===== src/rtl/mem_stage_pkg.sv =====
// mem_stage_pkg: shared bus widths, write-back source encodings and the execute-to-memory bus layout.
//   EXE_TO_MEM_BUS_WD / MEM_TO_WB_BUS_WD / MEM_TO_BY_BUS_WD : bus widths
//   wd_sel_e       : sel_rf_w_data encodings
//   exe_to_mem_t   : field view of EXE_to_MEM_bus, MSB first
package mem_stage_pkg;
    localparam int EXE_TO_MEM_BUS_WD = 76;
    localparam int MEM_TO_WB_BUS_WD  = 38;
    localparam int MEM_TO_BY_BUS_WD  = 39;
    typedef enum logic [1:0] {
        WD_ALU  = 2'b00,
        WD_PC8  = 2'b01,
        WD_MEM  = 2'b10,
        WD_ZERO = 2'b11
    } wd_sel_e;
    typedef struct packed {
        logic        dm_width;
        wd_sel_e     wd_sel;
        logic        rf_w_en;
        logic        mem_gene;
        logic [1:0]  which_byte;
        logic [31:0] pc_plus_8;
        logic [31:0] exe_data;
        logic [4:0]  w_addr;
    } exe_to_mem_t;
endpackage


===== src/rtl/mem_stage_load_align.sv =====
// mem_stage_load_align: picks the addressed byte of a load word and sign-extends it for LB; passes the word for LW.
//   load_word  in  32  word read from data RAM (live or held)
//   which_byte in  2   byte lane, 0 = bits [7:0]
//   dm_width   in  1   1 = byte load, 0 = word load
//   result     out 32  value for the register file
module mem_stage_load_align (
    input  logic [31:0] load_word,
    input  logic [1:0]  which_byte,
    input  logic        dm_width,
    output logic [31:0] result
);
    logic [7:0] lane;
    assign lane   = load_word[{which_byte, 3'b000} +: 8];
    assign result = dm_width ? {{24{lane[7]}}, lane} : load_word;
endmodule


===== src/rtl/mem_stage.sv =====
// mem_stage: memory pipeline stage; registers the execute bus, selects write-back data and publishes a bypass bus.
//   clk, reset        clock and synchronous active-high reset
//   EXE_to_MEM_bus    in  76  instruction bus from execute; EXE_to_MEM_valid qualifies it
//   MEM_allow_in      out 1   stage can take a new instruction this cycle
//   data_ram_r_data   in  32  synchronous RAM read word, valid in the first MEM cycle
//   WB_allow_in       in  1   write-back can accept
//   MEM_to_WB_valid   out 1   MEM_to_WB_bus carries a valid instruction
//   MEM_to_WB_bus     out 38  {w_en, w_data, w_addr}
//   MEM_to_BY_bus     out 39  {w_en, valid, w_addr, w_data} for ID forwarding
module mem_stage
    import mem_stage_pkg::*;
#(
    parameter int EXE_TO_MEM_BUS_WD = mem_stage_pkg::EXE_TO_MEM_BUS_WD,
    parameter int MEM_TO_WB_BUS_WD  = mem_stage_pkg::MEM_TO_WB_BUS_WD,
    parameter int MEM_TO_BY_BUS_WD  = mem_stage_pkg::MEM_TO_BY_BUS_WD
) (
    input  logic                         clk,
    input  logic                         reset,
    input  logic [EXE_TO_MEM_BUS_WD-1:0] EXE_to_MEM_bus,
    input  logic                         EXE_to_MEM_valid,
    output logic                         MEM_allow_in,
    input  logic [31:0]                  data_ram_r_data,
    input  logic                         WB_allow_in,
    output logic                         MEM_to_WB_valid,
    output logic [MEM_TO_WB_BUS_WD-1:0]  MEM_to_WB_bus,
    output logic [MEM_TO_BY_BUS_WD-1:0]  MEM_to_BY_bus
);
    exe_to_mem_t r;
    logic        mem_valid;
    logic        mem_ready_go;
    logic        rdata_hold_valid;
    logic [31:0] rdata_hold;
    logic [31:0] load_word;
    logic [31:0] load_result;
    logic [31:0] w_data;
    logic        unused_load_flag;

    assign mem_ready_go     = 1'b1;
    assign MEM_allow_in     = ~mem_valid | (mem_ready_go & WB_allow_in);
    assign MEM_to_WB_valid  = mem_valid & mem_ready_go;
    assign unused_load_flag = r.mem_gene;

    always_ff @(posedge clk) begin
        if (reset)
            mem_valid <= 1'b0;
        else if (MEM_allow_in)
            mem_valid <= EXE_to_MEM_valid;
        if (MEM_allow_in & EXE_to_MEM_valid)
            r <= exe_to_mem_t'(EXE_to_MEM_bus);
    end

    // The RAM is re-addressed by execute every cycle, so the word must be caught on the first stalled cycle.
    always_ff @(posedge clk) begin
        if (reset)
            rdata_hold_valid <= 1'b0;
        else if (MEM_to_WB_valid & WB_allow_in)
            rdata_hold_valid <= 1'b0;
        else if (mem_valid & ~WB_allow_in & ~rdata_hold_valid) begin
            rdata_hold_valid <= 1'b1;
            rdata_hold       <= data_ram_r_data;
        end
    end

    assign load_word = rdata_hold_valid ? rdata_hold : data_ram_r_data;

    mem_stage_load_align u_align (
        .load_word  (load_word),
        .which_byte (r.which_byte),
        .dm_width   (r.dm_width),
        .result     (load_result)
    );

    assign w_data = r.wd_sel == WD_ALU ? r.exe_data :
                    r.wd_sel == WD_PC8 ? r.pc_plus_8 :
                    r.wd_sel == WD_MEM ? load_result : 32'h0;

    assign MEM_to_WB_bus = {r.rf_w_en, w_data, r.w_addr};
    assign MEM_to_BY_bus = {r.rf_w_en, mem_valid, r.w_addr, w_data};
endmodule


===== config.mk =====
export PLATFORM = sky130hd
export DESIGN_NAME = mem_stage
export DESIGN_NICKNAME = d
export VERILOG_FILES = /design/src/rtl/mem_stage_pkg.sv /design/src/rtl/mem_stage_load_align.sv /design/src/rtl/mem_stage.sv
export SDC_FILE = /design/constraint.sdc
export NUM_CORES = 1
export LEC_CHECK = 0
export CORE_AREA = 2 2 107 109
export DETAILED_ROUTE_END_ITERATION = 10
export DIE_AREA = 0 0 109 111
export HOLD_SLACK_MARGIN = 0.06
export PLACE_DENSITY = 0.95
export SLEW_MARGIN = 20
export SYNTH_ARGS = -nofsm -noshare
export SYNTH_HDL_FRONTEND = slang
export SYNTH_SLANG_ARGS = --single-unit
export TNS_END_PERCENT = 100

===== constraint.sdc =====
create_clock -name clk -period 6 [get_ports clk]
set_input_delay 0.9 -clock clk [delete_from_list [all_inputs] [get_ports clk]]
set_output_delay 0.9 -clock clk [all_outputs]
set_load 0.05 [all_outputs]

==> summary.md, run 1 <==
| Metric | Value |
|---|---|
| Rows | `39` |
| Data required time of the worst path | `5.10 ns` |
| RSZ-0062 raised after global routing | `no` |
| Final Net Count | `around 600` |
| Port-buffer cells | `189` |
| Via count | `3368` |
| Clk pwr share | `between 20% and 30%` |
| Total iterations of the first detailed-routing run | `4` |
| Vias in the first global route | `3582` |
| Netlist cell types | `29` |
| VDD IR-drop max | `approximately 0.19 mV` |
| Num CTS Buffers | `9` |
| Share of cells above drive strength 1 | `roughly 9.1%` |
| Crit path DAT | `3.72 ns` |
| Number of synthesized flops with an enable pin | `approximately 110` |
| Mapped Nets | `453` |
| CTS clk-pin slew, worst paths | `0.07 ns` |
| Synthesized area | `5170 sq um` |
| Global Route Usage Sum | `21.5%` |
| Commonest non-fill, non-tap cell in the layout | `clkdlybuf4s50_1` |
| Worst-Margin Slew | `1.00 ns` |
| Critical path endpoint category | `output port` |
| Total negative slack | `0 ns` |
| CTS Hold Bufs | `0` |
| Skew final | `0.00456 ns` |
| Post-Synthesis Cells | `341` |
| Power Dens Cells | `279 nW/um^2` |
| Crit Path Class | `register to output port` |
| Achievable Freq | `216 MHz` |
| CTS resizes | `0` |
| Seq/Total Area, Yosys | `62.9%` |
| Switching share of power | `29.6%` |
| Post-DP HPWL | `9240 microns` |
| Status | `completed` |
| Crit path max fanout | `38` |
| Setup repair bufs after CTS | `0` |
| Post-DRT Antenna Nets | `0` |
| Clk Latency, worst-skew pair | `~0.35 ns` |
| Fin util | `64.2%` |
| Max Slew Vio Count | `0` |
| Starting Density | `46.7%` |
| Number of synthesized register bits | `109` |
| Largest net degree at the start of global routing | `76` |
| Core area | `roughly 11000 sq um` |
| Hold WC Path Type | `register to register` |
| Diodes inserted | `0` |
| Max_slew headroom | `33.1%` |
| Die W | `roughly 110 microns` |
| # Max-Cap Violations | `0` |
| Sequential power share | `45.0%` |
| CTS tree | `yes` |
| H-tree depth | `3` |
| Clock Tree Root | `clkbuf_16` |
| Antenna violations before repair | `0` |
| Clock sink count | `109` |
| Reg2Reg Launch Point | `MEM_to_WB_valid` |
| Die Y | `roughly 110 microns` |
| Tmin final | `roughly 4.6 ns` |
| DRT Wirelength | `~13000 microns` |
| P&R area growth vs syn | `37.5%` |
| Top_reg_cell synth | `edfxtp_1` |
| GP Congestion | `0.754` |
| FFs w/ async S/R, synth | `0%` |
| I/O Pins | `between 150 and 200` |
| Crit share post-route | `slightly below 80%` |
| Hold Fails Final Rpt | `0` |
| Grt total ovfl | `0` |
| Switching power | `around 600 uW` |
| Max clock buf depth | `2` |
| CP Launch Type | `register` |
| Logic pwr share | `between 20% and 30%` |
| Via density | `between 5 and 6` |
| Die footprint | `12100 sq um` |
| Final setup fails | `0` |
| Worst hold start | `MEM_to_WB_valid` |
| First-pass GRT wire length | `19100 microns` |
| Pint | `roughly 1400 uW` |
| Initial drt markers | `199` |
| CP Launch Point | `r[73]` |
| Pleak | `0.00241 uW` |
| Most frequent cells in the layout | `189 x clkdlybuf4s50_1, 107 x edfxtp_1, 50 x mux2i_1` |
| Routed len/inst | `20.4 microns` |
| DRC Markers | `0` |
| Post-Syn Area per Cell | `15.2 sq um` |
| Synth warnings | `0` |
flip-flops by register name, summed over array words and instances (netlist names):
signal / count
MEM_to_BY_bus: 6
MEM_to_WB_valid: 1
r: 69
rdata_hold: 32
rdata_hold_valid: 1
final cells by class:
cell class,instances,area [sq um]
Clock buffer,10,229
Clock inverter,6,53.8
Fill cell,841,3960
Inverter,1,3.75
Multi-Input combinational cell,164,1480
Sequential cell,109,3250
Tap cell,143,179
Timing Repair Buffer,193,1920
metal layers:
layer | vias up | track usage [%] | wire [microns]
li1 | 1565 | - | -
met1 | 1645 | 26.4 | 4950
met2 | 139 | 36.7 | 6730
met3 | 19 | 5.06 | 871
met4 | 0 | 7.18 | 229
met5 | - | 0 | 0
per-stage QoR:
step	total power [uW]	cell area (sq um)	hold WS, ns	instances	setup slack, ns
2_1_floorplan	1260	5170	0.847	341	1.87
3_3_place_gp	1420	6830	0.584	610	1.54
3_5_place_dp	1430	6830	0.601	610	1.51
4_1_cts	2000	7120	0.617	626	1.34
5_1_grt	2050	7120	0.645	626	1.12
6_report	1990	7120	0.613	626	1.38
critical path: stages, from the launching register on:
cell	delay, ns
edfxtp_1	0.35
buf_4	0.32
nor2b_1	0.59
nand2_1	0.65
o21ai_0	0.56
clkdlybuf4s50_1	0.88
path summary, 6_finish.rpt:
kind	cells past startpoint	slack [ns]	to
max reg2reg	2	4.21	r[40]
max	5	1.38	MEM_to_BY_bus[29]
min	2	0.61	rdata_hold_valid
min reg2reg	2	0.61	rdata_hold_valid
power groups by stage:
stage               Clock [uW]  Combinational (uW)  Sequential [uW]
floorplan                    0                 350              908
global placement             0                 507              909
detailed placement           0                 517              911
CTS                        588                 518              895
global route               618                 537              897
finish                     579                 515              894
cells in the mapped netlist, types with 5 or more instances:
library cell  count  area, sq um
o22a_1           14          123
buf_2             6         30.0
nand2b_1         13         81.3
mux2i_1          50          500
buf_4            45          338
clkbuf_1         10         37.5
edfxtp_1        107         3210
nor2_1            7         26.3
nor3_1            5         25.0
o221ai_1         12          105
mux2_2           14          158
o22ai_1           7         43.8
o21ai_0           6         30.0
mux4_2            8          180
o21ai_1           8         40.0
kinds of logic after synthesis:
| logic type | count (synthesis) | synth area share, % |
|---|---|---|
| flip-flops | 109 | 62.9 |
| multiplexers | 72 | 16.2 |
| buffers and inverters | 68 | 8.78 |
| AO/OA/AOI/OAI | 60 | 8.78 |
| AND/OR/NAND/NOR | 32 | 3.39 |
No activity file was read; power rests on OpenSTA's default activity.
==> run 2: changes to the inputs <==
--- a/config.mk
+++ b/config.mk
@@ -5,11 +5,11 @@
 export SDC_FILE = /design/constraint.sdc
 export NUM_CORES = 1
 export LEC_CHECK = 0
-export CORE_AREA = 2 2 107 109
+export CORE_AREA = 2 2 117 119
 export DETAILED_ROUTE_END_ITERATION = 10
-export DIE_AREA = 0 0 109 111
+export DIE_AREA = 0 0 119 121
 export HOLD_SLACK_MARGIN = 0.06
-export PLACE_DENSITY = 0.95
+export PLACE_DENSITY = 0.86
 export SLEW_MARGIN = 20
 export SYNTH_ARGS = -nofsm -noshare
 export SYNTH_HDL_FRONTEND = slang
==> constraint.sdc (replaced) <==
create_clock -name clk -period 4 [get_ports clk]
set_input_delay 0.6 -clock clk [delete_from_list [all_inputs] [get_ports clk]]
set_output_delay 0.6 -clock clk [all_outputs]
set_load 0.05 [all_outputs]
==> run 2 against run 1 <==
  * Sequential share of layout area is 3.4 points lower
  * Routed wire length is 5.0% higher
  * Critical path type unchanged
  * Global-route usage is 2.6 points lower
  * Flip-flop and latch count stayed put
  * Non-clock buffer count is 24 higher
  * Register-to-register slack worse by 2.0 ns
  * Clock power is 42% higher
  * Combinational power is 78% higher
  * Sequential power is 51% higher
  * Power is 55% higher
==> summary.md, run 2 (same netlist as run 1, synthesis figures left out) <==
| Metric | Value |
|---|---|
| Largest net degree at the start of global routing | `76 (unchanged)` |
| Critical path endpoint category | `output port` |
| I/O Pins | `191 (unchanged)` |
| Port-buffer cells | `189 (unchanged)` |
| Switching share of power | `30.1% (+0.51 points)` |
| Commonest non-fill, non-tap cell in the layout | `clkdlybuf4s50_1` |
| P&R area growth vs syn | `48.5%` |
| Max_slew headroom | `33.4% (+0.22 points)` |
| Worst-Margin Slew | `1.00 ns (-0.00332 ns)` |
| Die Y | `121 microns (+9.0%)` |
| Grt total ovfl | `0 (unchanged)` |
| Via density | `5.09 (-5.5%)` |
| Pint | `2160 uW (+54%)` |
| Reg with most FFs | `r` |
| Starting Density | `39.5% (-7.2 points)` |
| First-pass GRT wire length | `20300 microns (+6.5%)` |
| Setup repair bufs after CTS | `0 (unchanged)` |
| Post-DRT Antenna Nets | `0 (unchanged)` |
| Total iterations of the first detailed-routing run | `5 (+1)` |
| Clock Tree Root | `clkbuf_16` |
| CTS resizes | `0 (unchanged)` |
| Crit path max fanout | `26 (-32%)` |
| Status | `completed` |
| Number of flip-flops in the largest register | `69 (unchanged)` |
| VDD IR-drop max | `0.268 mV (+41%)` |
| Crit Path Class | `register to output port` |
| Worst hold path endpoint | `rdata_hold_valid` |
| Antenna violations before repair | `0 (unchanged)` |
| GP Congestion | `0.773 (+2.5%)` |
| Crit share post-route | `roughly 83%` |
| Final Net Count | `614 (+4.1%)` |
| Worst R2R End | `r[40]` |
| H-tree depth | `3 (unchanged)` |
| Crit path DAT | `2.70 ns (-1.02 ns)` |
| Rows | `42 (+7.7%)` |
| Post-DP HPWL | `10000 microns (+8.5%)` |
| Routed len/inst | `19.7 microns (-3.8%)` |
| Worst hold start | `MEM_to_WB_valid` |
| Most frequent cells in the layout | `125 x clkdlybuf4s50_1, 107 x edfxtp_1, 50 x mux2i_1, 50 x buf_4, 42 x buf_12` |
| Diodes inserted | `0 (unchanged)` |
| Die footprint | `14400 sq um (+19%)` |
| Global Route Usage Sum | `18.8% (-2.6 points)` |
| DRT Wirelength | `13400 microns (+5.0%)` |
| Data required time of the worst path | `3.40 ns (-1.70 ns)` |
| Reg2Reg Launch Point | `MEM_to_WB_valid` |
| Reg2reg setup slack | `2.22 ns (-1.99 ns)` |
| Pleak | `0.00277 uW (+15%)` |
| CTS tree | `yes` |
| Fin util | `58.7% (-5.5 points)` |
| Final setup fails | `0 (unchanged)` |
| FF-to-FF path depth | `2 (unchanged)` |
| Via count | `3474 (+3.1%)` |
| Vias in the first global route | `3703 (+3.4%)` |
| Clk Latency, worst-skew pair | `0.35 ns (about the same)` |
| Worst slack, placed | `0.802 ns (-0.708 ns)` |
| Initial drt markers | `285 (+43%)` |
| Skew final | `0.00516 ns (+0.000597 ns)` |
| Clock sink count | `109 (unchanged)` |
| CTS Hold Bufs | `0 (unchanged)` |
| Hold WC Path Type | `register to register` |
| CP Launch Type | `register` |
| Final worst slack | `0.698 ns (-0.679 ns)` |
| Num CTS Buffers | `9 (unchanged)` |
| Share of cells above drive strength 1 | `26.4% (+17 points)` |
| Achievable Freq | `303 MHz` |
| # Max-Cap Violations | `0 (unchanged)` |
| Die W | `119 microns (+9.2%)` |
| Total negative slack | `0 ns (unchanged)` |
| Sequential power share | `43.7% (-1.3 points)` |
| Logic pwr share | `29.7% (+3.8 points)` |
| DRC Markers | `0 (unchanged)` |
| Max clock buf depth | `2 (unchanged)` |
| Power Dens Cells | `402 nW/um^2 (+44%)` |
| WHS Path Cells | `2 (unchanged)` |
| Clk pwr share | `26.6% (-2.5 points)` |
| RSZ-0062 raised after global routing | `no` |
| Max Slew Vio Count | `0 (unchanged)` |
| Hold Fails Final Rpt | `0 (unchanged)` |
| CTS clk-pin slew, worst paths | `0.07 ns (about the same)` |
| Core area | `13100 sq um (+18%)` |
| Tmin final | `3.30 ns` |
| Switching power | `930 uW (+58%)` |
-- run 2: cell count changes in the layout (fill, tap and decap cells not counted), sizes merged --
| cell | previous run | this run |
|---|---|---|
| clkbuf | 10 | 9 |
| inv | 1 | 2 |
| buf | 4 | 92 |
| clkdlybuf4s50 | 189 | 125 |
| clkinvlp | 1 | 2 |
| bufinv | 1 | 0 |
-- run 2: area by class of cell --
cell class | instances | area [sq um]
Clock buffer | 9 | 225
Timing Repair Buffer | 217 | 2470
Clock inverter | 7 | 41.3
Sequential cell | 109 | 3250
Tap cell | 176 | 220
Inverter | 1 | 3.75
Multi-Input combinational cell | 164 | 1480
Fill cell | 1022 | 5400
-- run 2: worst max-delay path, cell delays in order (launching register included) --
cell and delay (ns):
dfxtp_2 0.80, mux4_2 0.87, o21ai_0 0.34, buf_4 0.19, buf_12 0.13
-- run 2: how the worst max path moves through the flow --
stage          slack, ns                end                 from
2_1_floorplan       0.06      rdata_hold[0]      MEM_to_WB_valid
3_3_place_gp        0.83  MEM_to_BY_bus[22]  data_ram_r_data[23]
3_5_place_dp        0.80  MEM_to_BY_bus[29]  data_ram_r_data[31]
4_1_cts             0.65   MEM_to_BY_bus[6]     rdata_hold_valid
5_1_grt             0.54  MEM_to_BY_bus[29]                r[69]
6_report            0.70  MEM_to_BY_bus[29]     rdata_hold_valid
-- run 2: routing by layer --
layer / GRT usage, % / vias up / part of all wire [%] / wire length, microns
li1: - / 1612 / - / -
met1: 23.3 / 1721 / 39 / 5290
met2: 33.0 / 131 / 53 / 7140
met3: 3.85 / 10 / 6.2 / 830
met4: 6.25 / 0 / 1.2 / 158
met5: 0 / - / 0 / 0
-- run 2: power groups by stage --
stage / clock [uW] / combinational (uW) / sequential (uW)
after global placement: 0 / 909 / 1370
after global routing: 884 / 953 / 1360
after CTS: 845 / 925 / 1350
final: 823 / 917 / 1350
after floorplan: 0 / 525 / 1360
after detailed placement: 0 / 923 / 1380
-- run 2: through the flow --
| stage | cell area [sq um] | std cells | power [uW] | hold WS (ns) |
|---|---|---|---|---|
| after floorplan | 5170 | 341 | 1890 | 0.669 |
| after global placement | 7420 | 667 | 2280 | 0.545 |
| after detailed placement | 7420 | 667 | 2300 | 0.558 |
| after CTS | 7690 | 683 | 3120 | 0.574 |
| after global routing | 7690 | 683 | 3190 | 0.632 |
| final | 7690 | 683 | 3090 | 0.569 |
